--- config.mk ---
export PLATFORM = sky130hd
export DESIGN_NAME = ts_tx_serializer_flat
export DESIGN_NICKNAME = d
export VERILOG_FILES = /design/src/rtl/ts_tx_serializer_pkg.sv /design/src/rtl/ts_tx_serializer_if.sv /design/src/rtl/ts_tx_serializer_fifo.sv /design/src/rtl/ts_tx_serializer.sv /design/src/flat_wrapper.sv
export SDC_FILE = /design/constraint.sdc
export NUM_CORES = 1
export LEC_CHECK = 0
export CORE_MARGIN = 3
export CORE_UTILIZATION = 30
export CTS_CLUSTER_SIZE = 16
export DETAILED_ROUTE_END_ITERATION = 12
export GPL_ROUTABILITY_DRIVEN = 0
export SLEW_MARGIN = 20
export SYNTH_ARGS = -nofsm -noshare
export SYNTH_HDL_FRONTEND = slang
export SYNTH_SLANG_ARGS = --single-unit
--- constraint.sdc ---
create_clock -name clk -period 5.4 [get_ports clk]
set_input_delay 1.08 -clock clk [delete_from_list [all_inputs] [get_ports clk]]
set_output_delay 1.08 -clock clk [all_outputs]
set_load 0.01 [all_outputs]
--- src/rtl/ts_tx_serializer_pkg.sv ---
// Shared TS transmit constants and symbol helpers.
// The TS generator imports the same package, so both sides agree on the K-code values.
package ts_tx_serializer_pkg;

  localparam int TS_W = 128;

  localparam logic [7:0] SYM_COM    = 8'hBC;
  localparam logic [7:0] SYM_PADG12 = 8'hF7;
  localparam logic [7:0] SYM_IDLE   = 8'h00;

  typedef enum logic [1:0] {
    ST_OFF,
    ST_IDLE,
    ST_SEND
  } tx_state_t;

  // Symbol 0 sits in the top byte of the ordered set.
  function automatic logic [7:0] ts_symbol(input logic [TS_W-1:0] ts, input logic [3:0] idx);
    logic [TS_W-1:0] sh;
    sh = ts >> {4'd15 - idx, 3'b000};
    return sh[7:0];
  endfunction

  function automatic logic ts_is_k(input logic [3:0] idx, input logic [7:0] sym);
    return ((idx == 4'd0) && (sym == SYM_COM)) ||
           (((idx == 4'd1) || (idx == 4'd2)) && (sym == SYM_PADG12));
  endfunction

endpackage

--- src/rtl/ts_tx_serializer_if.sv ---
// TS ingress and symbol egress bundle between the TS generator, the serializer and the PHY.
// The master modport is the generator/PHY side; the slave modport is the serializer.
interface ts_tx_serializer_if;
  import ts_tx_serializer_pkg::*;

  logic [TS_W-1:0] ts_in;
  logic            ts_in_valid;
  logic            ts_tx_fifo_full;
  logic [7:0]      tx_sym;
  logic            tx_k;
  logic            tx_sym_valid;
  logic            tx_sym_first;
  logic            tx_elec_idle;

  modport master (
    output ts_in, ts_in_valid,
    input  ts_tx_fifo_full, tx_sym, tx_k, tx_sym_valid, tx_sym_first, tx_elec_idle
  );

  modport slave (
    input  ts_in, ts_in_valid,
    output ts_tx_fifo_full, tx_sym, tx_k, tx_sym_valid, tx_sym_first, tx_elec_idle
  );

endinterface

--- src/rtl/ts_tx_serializer_fifo.sv ---
// Occupancy-counted FIFO holding whole ordered sets between the generator and the serializer.
// almost_full is registered from the next occupancy so it tracks the count without lag.
module ts_fifo #(
  parameter int WIDTH = 128,
  parameter int DEPTH = 4
) (
  input  logic             clk,
  input  logic             rst,
  input  logic             wr_en,
  input  logic [WIDTH-1:0] wr_data,
  input  logic             rd_en,
  output logic [WIDTH-1:0] rd_data,
  output logic             full,
  output logic             almost_full,
  output logic             empty
);

  localparam int AW = $clog2(DEPTH);
  localparam int CW = AW + 1;

  logic [WIDTH-1:0] mem [DEPTH];
  logic [AW-1:0]    wr_ptr;
  logic [AW-1:0]    rd_ptr;
  logic [CW-1:0]    count;
  logic [CW-1:0]    count_nxt;
  logic             wr_ok;
  logic             rd_ok;

  assign full    = (count == CW'(DEPTH));
  assign empty   = (count == '0);
  assign wr_ok   = wr_en && !full;
  assign rd_ok   = rd_en && !empty;
  assign rd_data = mem[rd_ptr];

  always_comb begin
    count_nxt = count;
    if (wr_ok && !rd_ok)
      count_nxt = count + 1'b1;
    else if (rd_ok && !wr_ok)
      count_nxt = count - 1'b1;
  end

  always_ff @(posedge clk) begin
    if (rst) begin
      wr_ptr      <= '0;
      rd_ptr      <= '0;
      count       <= '0;
      almost_full <= 1'b0;
    end else begin
      if (wr_ok) wr_ptr <= wr_ptr + 1'b1;
      if (rd_ok) rd_ptr <= rd_ptr + 1'b1;
      count       <= count_nxt;
      almost_full <= (count_nxt >= CW'(DEPTH - 1));
    end
  end

  always_ff @(posedge clk) begin
    if (wr_ok) mem[wr_ptr] <= wr_data;
  end

endmodule

--- src/rtl/ts_tx_serializer.sv ---
// Buffers 128-bit ordered sets and serializes them into symbols at 2.5 or 5 GT/s pacing.
//
//  state   | meaning
//  --------+---------------------------------------------------------------
//  OFF     | electrical idle, no symbols, FIFO untouched
//  IDLE    | enabled; each strobe pops a TS or sends logical idle
//  SEND    | walking symbols of the current TS; idx==0 means next TS pending
module ts_tx_serializer
  import ts_tx_serializer_pkg::*;
#(
  parameter int FIFO_DEPTH = 4
) (
  input  logic                clk,
  input  logic                rst,
  ts_tx_serializer_if.slave   bus,
  input  logic                speed,
  input  logic                tx_enable,
  output logic                overflow_err,
  output logic [7:0]          underrun_cnt
);

  tx_state_t       state;
  logic [1:0]      div;
  logic            speed_l;
  logic [3:0]      idx;
  logic [TS_W-1:0] cur;
  logic [TS_W-1:0] head;
  logic            fifo_full;
  logic            fifo_afull;
  logic            fifo_empty;
  logic            strobe;
  logic            pop;
  logic [1:0]      reload;
  logic [7:0]      head_sym0;
  logic [7:0]      cur_sym;

  logic [7:0]      sym_q;
  logic            k_q;
  logic            valid_q;
  logic            first_q;
  logic            idle_q;

  ts_fifo #(
    .WIDTH (TS_W),
    .DEPTH (FIFO_DEPTH)
  ) u_fifo (
    .clk         (clk),
    .rst         (rst),
    .wr_en       (bus.ts_in_valid),
    .wr_data     (bus.ts_in),
    .rd_en       (pop),
    .rd_data     (head),
    .full        (fifo_full),
    .almost_full (fifo_afull),
    .empty       (fifo_empty)
  );

  assign strobe = (div == 2'd0);
  assign pop    = strobe && tx_enable && !fifo_empty &&
                  ((state == ST_IDLE) || ((state == ST_SEND) && (idx == 4'd0)));
  // A pop takes the live speed so the whole TS is paced by the rate it started at.
  assign reload    = (pop ? speed : speed_l) ? 2'd1 : 2'd3;
  assign head_sym0 = ts_symbol(head, 4'd0);
  assign cur_sym   = ts_symbol(cur, idx);

  assign bus.ts_tx_fifo_full = fifo_afull;
  assign bus.tx_sym          = sym_q;
  assign bus.tx_k            = k_q;
  assign bus.tx_sym_valid    = valid_q;
  assign bus.tx_sym_first    = first_q;
  assign bus.tx_elec_idle    = idle_q;

  always_ff @(posedge clk) begin
    if (rst) begin
      state        <= ST_OFF;
      div          <= 2'd0;
      speed_l      <= 1'b0;
      idx          <= 4'd0;
      cur          <= '0;
      sym_q        <= 8'd0;
      k_q          <= 1'b0;
      valid_q      <= 1'b0;
      first_q      <= 1'b0;
      idle_q       <= 1'b1;
      overflow_err <= 1'b0;
      underrun_cnt <= 8'd0;
    end else begin
      valid_q <= 1'b0;
      first_q <= 1'b0;
      div     <= strobe ? reload : div - 2'd1;
      if (bus.ts_in_valid && fifo_full) overflow_err <= 1'b1;
      if (pop) begin
        speed_l <= speed;
        cur     <= head;
      end

      case (state)
        ST_OFF: begin
          idle_q <= 1'b1;
          if (tx_enable) begin
            state  <= ST_IDLE;
            idle_q <= 1'b0;
          end
        end

        ST_IDLE: begin
          if (!tx_enable) begin
            state  <= ST_OFF;
            idle_q <= 1'b1;
          end else if (strobe) begin
            valid_q <= 1'b1;
            if (pop) begin
              sym_q   <= head_sym0;
              k_q     <= ts_is_k(4'd0, head_sym0);
              first_q <= 1'b1;
              idx     <= 4'd1;
              state   <= ST_SEND;
            end else begin
              sym_q <= SYM_IDLE;
              k_q   <= 1'b0;
            end
          end
        end

        ST_SEND: begin
          if (strobe) begin
            if (idx == 4'd0) begin
              if (pop) begin
                valid_q <= 1'b1;
                sym_q   <= head_sym0;
                k_q     <= ts_is_k(4'd0, head_sym0);
                first_q <= 1'b1;
                idx     <= 4'd1;
              end else begin
                state <= tx_enable ? ST_IDLE : ST_OFF;
              end
            end else begin
              valid_q <= 1'b1;
              sym_q   <= cur_sym;
              k_q     <= ts_is_k(idx, cur_sym);
              idx     <= idx + 4'd1;
              // Symbol 15: a waiting TS follows on the next strobe via idx wrapping to 0.
              if (idx == 4'd15) begin
                if (!tx_enable) begin
                  state <= ST_OFF;
                end else if (fifo_empty) begin
                  state <= ST_IDLE;
                  if (underrun_cnt != 8'hFF) underrun_cnt <= underrun_cnt + 8'd1;
                end
              end
            end
          end
        end

        default: state <= ST_OFF;
      endcase
    end
  end

endmodule

--- src/flat_wrapper.sv ---
// flat-port wrapper written by rule: the top's interface ports become plain ports
module ts_tx_serializer_flat import ts_tx_serializer_pkg::*;
#(
  parameter int FIFO_DEPTH = 4
)
  (clk, rst, speed, tx_enable, overflow_err, underrun_cnt, bus_ts_in, bus_ts_in_valid, bus_ts_tx_fifo_full, bus_tx_sym, bus_tx_k, bus_tx_sym_valid, bus_tx_sym_first, bus_tx_elec_idle);
  ts_tx_serializer_if bus_i ();
  input  logic clk;
  input  logic rst;
  input  logic speed;
  input  logic tx_enable;
  output logic overflow_err;
  output logic [7:0] underrun_cnt;
  input wire logic [$bits(bus_i.ts_in)-1:0] bus_ts_in;
  input wire logic [$bits(bus_i.ts_in_valid)-1:0] bus_ts_in_valid;
  output wire logic [$bits(bus_i.ts_tx_fifo_full)-1:0] bus_ts_tx_fifo_full;
  output wire logic [$bits(bus_i.tx_sym)-1:0] bus_tx_sym;
  output wire logic [$bits(bus_i.tx_k)-1:0] bus_tx_k;
  output wire logic [$bits(bus_i.tx_sym_valid)-1:0] bus_tx_sym_valid;
  output wire logic [$bits(bus_i.tx_sym_first)-1:0] bus_tx_sym_first;
  output wire logic [$bits(bus_i.tx_elec_idle)-1:0] bus_tx_elec_idle;
  assign bus_i.ts_in = bus_ts_in;
  assign bus_i.ts_in_valid = bus_ts_in_valid;
  assign bus_ts_tx_fifo_full = bus_i.ts_tx_fifo_full;
  assign bus_tx_sym = bus_i.tx_sym;
  assign bus_tx_k = bus_i.tx_k;
  assign bus_tx_sym_valid = bus_i.tx_sym_valid;
  assign bus_tx_sym_first = bus_i.tx_sym_first;
  assign bus_tx_elec_idle = bus_i.tx_elec_idle;
  ts_tx_serializer #(.FIFO_DEPTH(FIFO_DEPTH)) u_core (.clk(clk), .rst(rst), .bus(bus_i), .speed(speed), .tx_enable(tx_enable), .overflow_err(overflow_err), .underrun_cnt(underrun_cnt));
endmodule
==> results <==
- The count of filler cells inserted in the layout is 7894.
- The leakage power is 9.572 nW.
- The maximum number of pins on one net before global-route repair is 166.
- The library cell used most frequently in the layout, excluding fill and tap cells, is sky130_fd_sc_hd__edfxtp_1.
- The total half-perimeter wirelength after legalization and detailed placement is between 30 and 40 mm.
- The number of primary I/O pins is 155.
- The clock-pin slew on the worst setup and hold paths is 70 ps.
- Summing all multi-input logic gate instances after layout gives 6578 sq um.
- The worst max-slew margin expressed relative to the limit is 0.3405.
- The x dimension of the die is 298.9 microns.
- Setup repair after global routing left no endpoint under its margin.
- The clock passes through at most 3 buffers.
- Based on the critical path, the design can be clocked at up to about 0.29 GHz.
- The cell sitting at the root of the clock tree is a sky130_fd_sc_hd__clkbuf_16.
- The hold violation total from the final report came to 0.
- The transition time of the tightest slew-check pin is 986.9 ps.
- The region available for standard cell placement spans 84350 sq um.
- The area of the die is 89330 sq um.
- The critical hold path startpoint is u_core.cur[123].
- The maximum vdd drop is 0.0002230 V.
- The launch point of the worst reg-to-reg path is u_core.idx[0].
- The number of maximum-capacitance violations is 0.
- The flow ran to the end, and the final reports show no timing, DRC or antenna violations.
- Yosys printed 0 warnings.
- In the global route stage, overall resource usage came out at 0.1321.
- Global routing finished with a remaining overflow of 0.
- The number of antenna-violating nets in the routed design is 0.
- The synthesized design contains 680 register bits.
- The fraction of layout instances using a drive strength above 1 is 0.1730.
- After the first detailed-routing iteration, the DRC count stood at 1065.
- The clock latency reported for the late side of the worst-skew pair is slightly above 600 ps.
- The hold buffer count at cts is 0.
- Relative to the synthesized area, the layout overhead comes to 20.43%.
- Gates resized during post-CTS repair numbered 0.
- The library cells used most frequently in the layout, excluding fill and tap cells, are 512 x sky130_fd_sc_hd__edfxtp_1, 283 x sky130_fd_sc_hd__nand2_1, 164 x sky130_fd_sc_hd__dfxtp_1.
- The first element of the critical path is u_core.idx[0].
- Buffers placed on the I/O ports in this run total 154.
- TritonCTS built the clock tree.
- In this run the number of H-tree levels came out at 3.
- Detailed routing inserted a total of around 14000 vias.
- The worst hold path belongs to the class flip-flop to flip-flop.
- The slack of the worst reg-to-reg path is between 1500 and 2000 ps.
- For this run, the leading register cell type out of synthesis is sky130_fd_sc_hd__edfxtp_1.
- The critical setup path kind is flip-flop to flip-flop.
- The worst-case hold slack is 451.8 ps.
- The final total negative setup slack is 0 ps.
- The overall routed net length is ~59 mm.
- The kind of end point of the critical path is a flip-flop.
- The number of distinct library cells after synthesis is 47.
- The ratio of final minimum period to clock period is 0.6439.
- Counting flops with a built-in enable in the synthesized netlist gives 512.
- The number of global-route vias before repair is about 14000.
- The net total in the final layout is 1837.
- The number of buffers created by CTS is 72.
- The capture point of the worst path is u_core.cur[12].
- Measured on the finished design, the core utilization comes to 0.3674.
- The die outline height is around 300 microns.
- For the worst setup path, the data arrival time is a little under 4000 ps.
- The clock period could shrink to roughly 3500 ps.
- For this run, the register share of the synthesized area comes to 0.7282.
- The cell depth of the worst min-delay path is 2.
- In the routed design, unresolved DRC markers number 0.
- The average cell area after synthesis is 16.82 sq um.
- Once the clock tree was built, the setup fixing pass inserted 0 buffers.
- In this run the critical register-to-register path is captured at u_core.cur[12].
- Data on the critical path is required at its endpoint by roughly 6000 ps.
- The number of cell instances on the worst register-to-register path is 8.
- The maximum clock skew at final layout is 26.16 ps.
- The number of sinks on the clock net is 680.
- The proportion of synthesized flip-flops having asynchronous set or reset is 0.
- The first-pass GRT wire length is 89.08 mm.
- After detailed routing, the average wire length per cell comes to 20.59 microns.
- In this run the power density over the cells is 376.7 nW/um^2.
- The initial antenna violation count was 17.
- The final setup violation count is 0.
- The initial utilization of the core area, before any placement, comes to 0.3051.
- The first TritonRoute pass finished after 5 iterations.
- The net count of the mapped netlist is 1679.
- In this run the cell area of the synthesized design comes to approximately 26000 sq um.
- Of all nets on the critical path, the largest fanout is 70.
- The kind of launch point of the worst setup path is a flip-flop.
- The vias per cell is approximately 4.7.
- After technology mapping, the gate count stands at roughly 1500.
- The number of slew-limit violations in the final report is 0.
- The sequential cells in the finished layout cover a total of 18750 sq um.
- In this run the core area contains 106 standard-cell rows.
## routing by layer
metal | vias to the layer above | GRT usage | part of all wire
met5 | - | 0 | 0.0012
met4 | 10 | 0.04077 | 0.022
met3 | 100 | 0.03843 | 0.062
met2 | 342 | 0.2169 | 0.49
met1 | 7041 | 0.1692 | 0.43
li1 | 6203 | - | -
## cell usage after synthesis, types with 2 or more instances
cell	number	area, sq um
sky130_fd_sc_hd__inv_1	13	48.80
sky130_fd_sc_hd__nand4_1	5	31.28
sky130_fd_sc_hd__a31oi_1	3	18.77
sky130_fd_sc_hd__dfxtp_1	168	3363
sky130_fd_sc_hd__ha_1	16	200.2
sky130_fd_sc_hd__buf_2	21	105.1
sky130_fd_sc_hd__nand3_1	4	20.02
sky130_fd_sc_hd__buf_4	5	37.54
sky130_fd_sc_hd__clkbuf_1	61	229.0
sky130_fd_sc_hd__o21ai_0	10	50.05
sky130_fd_sc_hd__mux4_1	4	105.1
sky130_fd_sc_hd__or3_1	2	12.51
sky130_fd_sc_hd__or2_2	2	12.51
sky130_fd_sc_hd__nand4b_1	2	17.52
sky130_fd_sc_hd__nand2b_1	4	25.02
sky130_fd_sc_hd__mux4_2	157	3536
sky130_fd_sc_hd__mux2i_1	3	30.03
sky130_fd_sc_hd__nor2b_1	3	18.77
sky130_fd_sc_hd__a221oi_1	2	17.52
sky130_fd_sc_hd__o211ai_1	2	15.01
sky130_fd_sc_hd__a21oi_1	140	700.7
sky130_fd_sc_hd__buf_1	4	15.01
sky130_fd_sc_hd__nor2_1	36	135.1
sky130_fd_sc_hd__a22oi_1	22	165.2
sky130_fd_sc_hd__nand2_1	283	1062
sky130_fd_sc_hd__nor3_1	2	10.01
sky130_fd_sc_hd__xor2_1	7	61.31
sky130_fd_sc_hd__a211oi_1	9	67.56
sky130_fd_sc_hd__nand3b_1	3	22.52
sky130_fd_sc_hd__edfxtp_1	512	15370
sky130_fd_sc_hd__xnor2_1	4	35.03
sky130_fd_sc_hd__and2_1	5	31.28
sky130_fd_sc_hd__and3_1	2	12.51
## per-stage QoR
| step | instance area (sq um) | worst slack, ps | std cells | power (W) |
|---|---|---|---|---|
| 6_report | 30990 | 1923 | 2888 | 0.01167 |
| 4_1_cts | 30970 | 1984 | 2880 | 0.01182 |
| 2_1_floorplan | 25730 | 367.3 | 1530 | 0.006533 |
| 3_3_place_gp | 28600 | 1771 | 2748 | 0.006871 |
| 5_1_grt | 30980 | 1722 | 2883 | 0.01213 |
| 3_5_place_dp | 28600 | 1707 | 2748 | 0.006900 |
## critical path, stage by stage, from the launching register on
cell and delay [ps]:
sky130_fd_sc_hd__dfxtp_2 660, sky130_fd_sc_hd__inv_1 190, sky130_fd_sc_hd__ha_1 290, sky130_fd_sc_hd__and4bb_2 320, sky130_fd_sc_hd__o2111ai_4 190, sky130_fd_sc_hd__buf_4 620
sky130_fd_sc_hd__buf_4 650, sky130_fd_sc_hd__nand2_1 140, sky130_fd_sc_hd__a21oi_1 190
## layout make-up
cell class / count / share of cell area
diodes: 8 / 0.0006460
clock buffers: 99 / 0.06581
clock inverters: 33 / 0.01078
inverters: 13 / 0.001575
multi-input cells: 745 / 0.2122
flip-flops and latches: 680 / 0.6049
well taps: 1134 / 0.04578
repair buffers: 176 / 0.05822
## where the power goes
| part | switching (W) | internal [W] |
|---|---|---|
| logic | 0.000450 | 0.000365 |
| clock network | 0.00204 | 0.00287 |
| registers | 0.0000791 | 0.00588 |
| total | 0.00257 | 0.00911 |
## sequential cells by signal (all words and copies together) (netlist names), 2 cells and up, named ones only
signal / count
u_core.u_fifo.mem: 512
u_core.state: 2
u_core.u_fifo.count: 3
u_core.u_fifo.wr_ptr: 2
u_core.div: 2
u_core.bus.tx_sym: 8
u_core.underrun_cnt: 8
u_core.u_fifo.rd_ptr: 2
u_core.idx: 4
u_core.cur: 128
## kinds of logic after synthesis
group / after synthesis / share of synthesized area
multiplexers: 164 / 0.1427
AND/OR/NAND/NOR: 357 / 0.05698
XOR/XNOR: 11 / 0.003744
adder cells (fa/ha/maj): 17 / 0.008168
flip-flops: 680 / 0.7282
buffers and inverters: 105 / 0.01736
AO/OA/AOI/OAI: 196 / 0.04293
## how the worst min path moves through the flow
stage	end	slack (ps)
2_1_floorplan	u_core.div[0]	420
3_3_place_gp	u_core.div[0]	430
3_5_place_dp	u_core.div[0]	440
4_1_cts	u_core.cur[70]	450
5_1_grt	u_core.cur[51]	470
6_report	u_core.cur[123]	450
(Power assumes the default switching activity.)
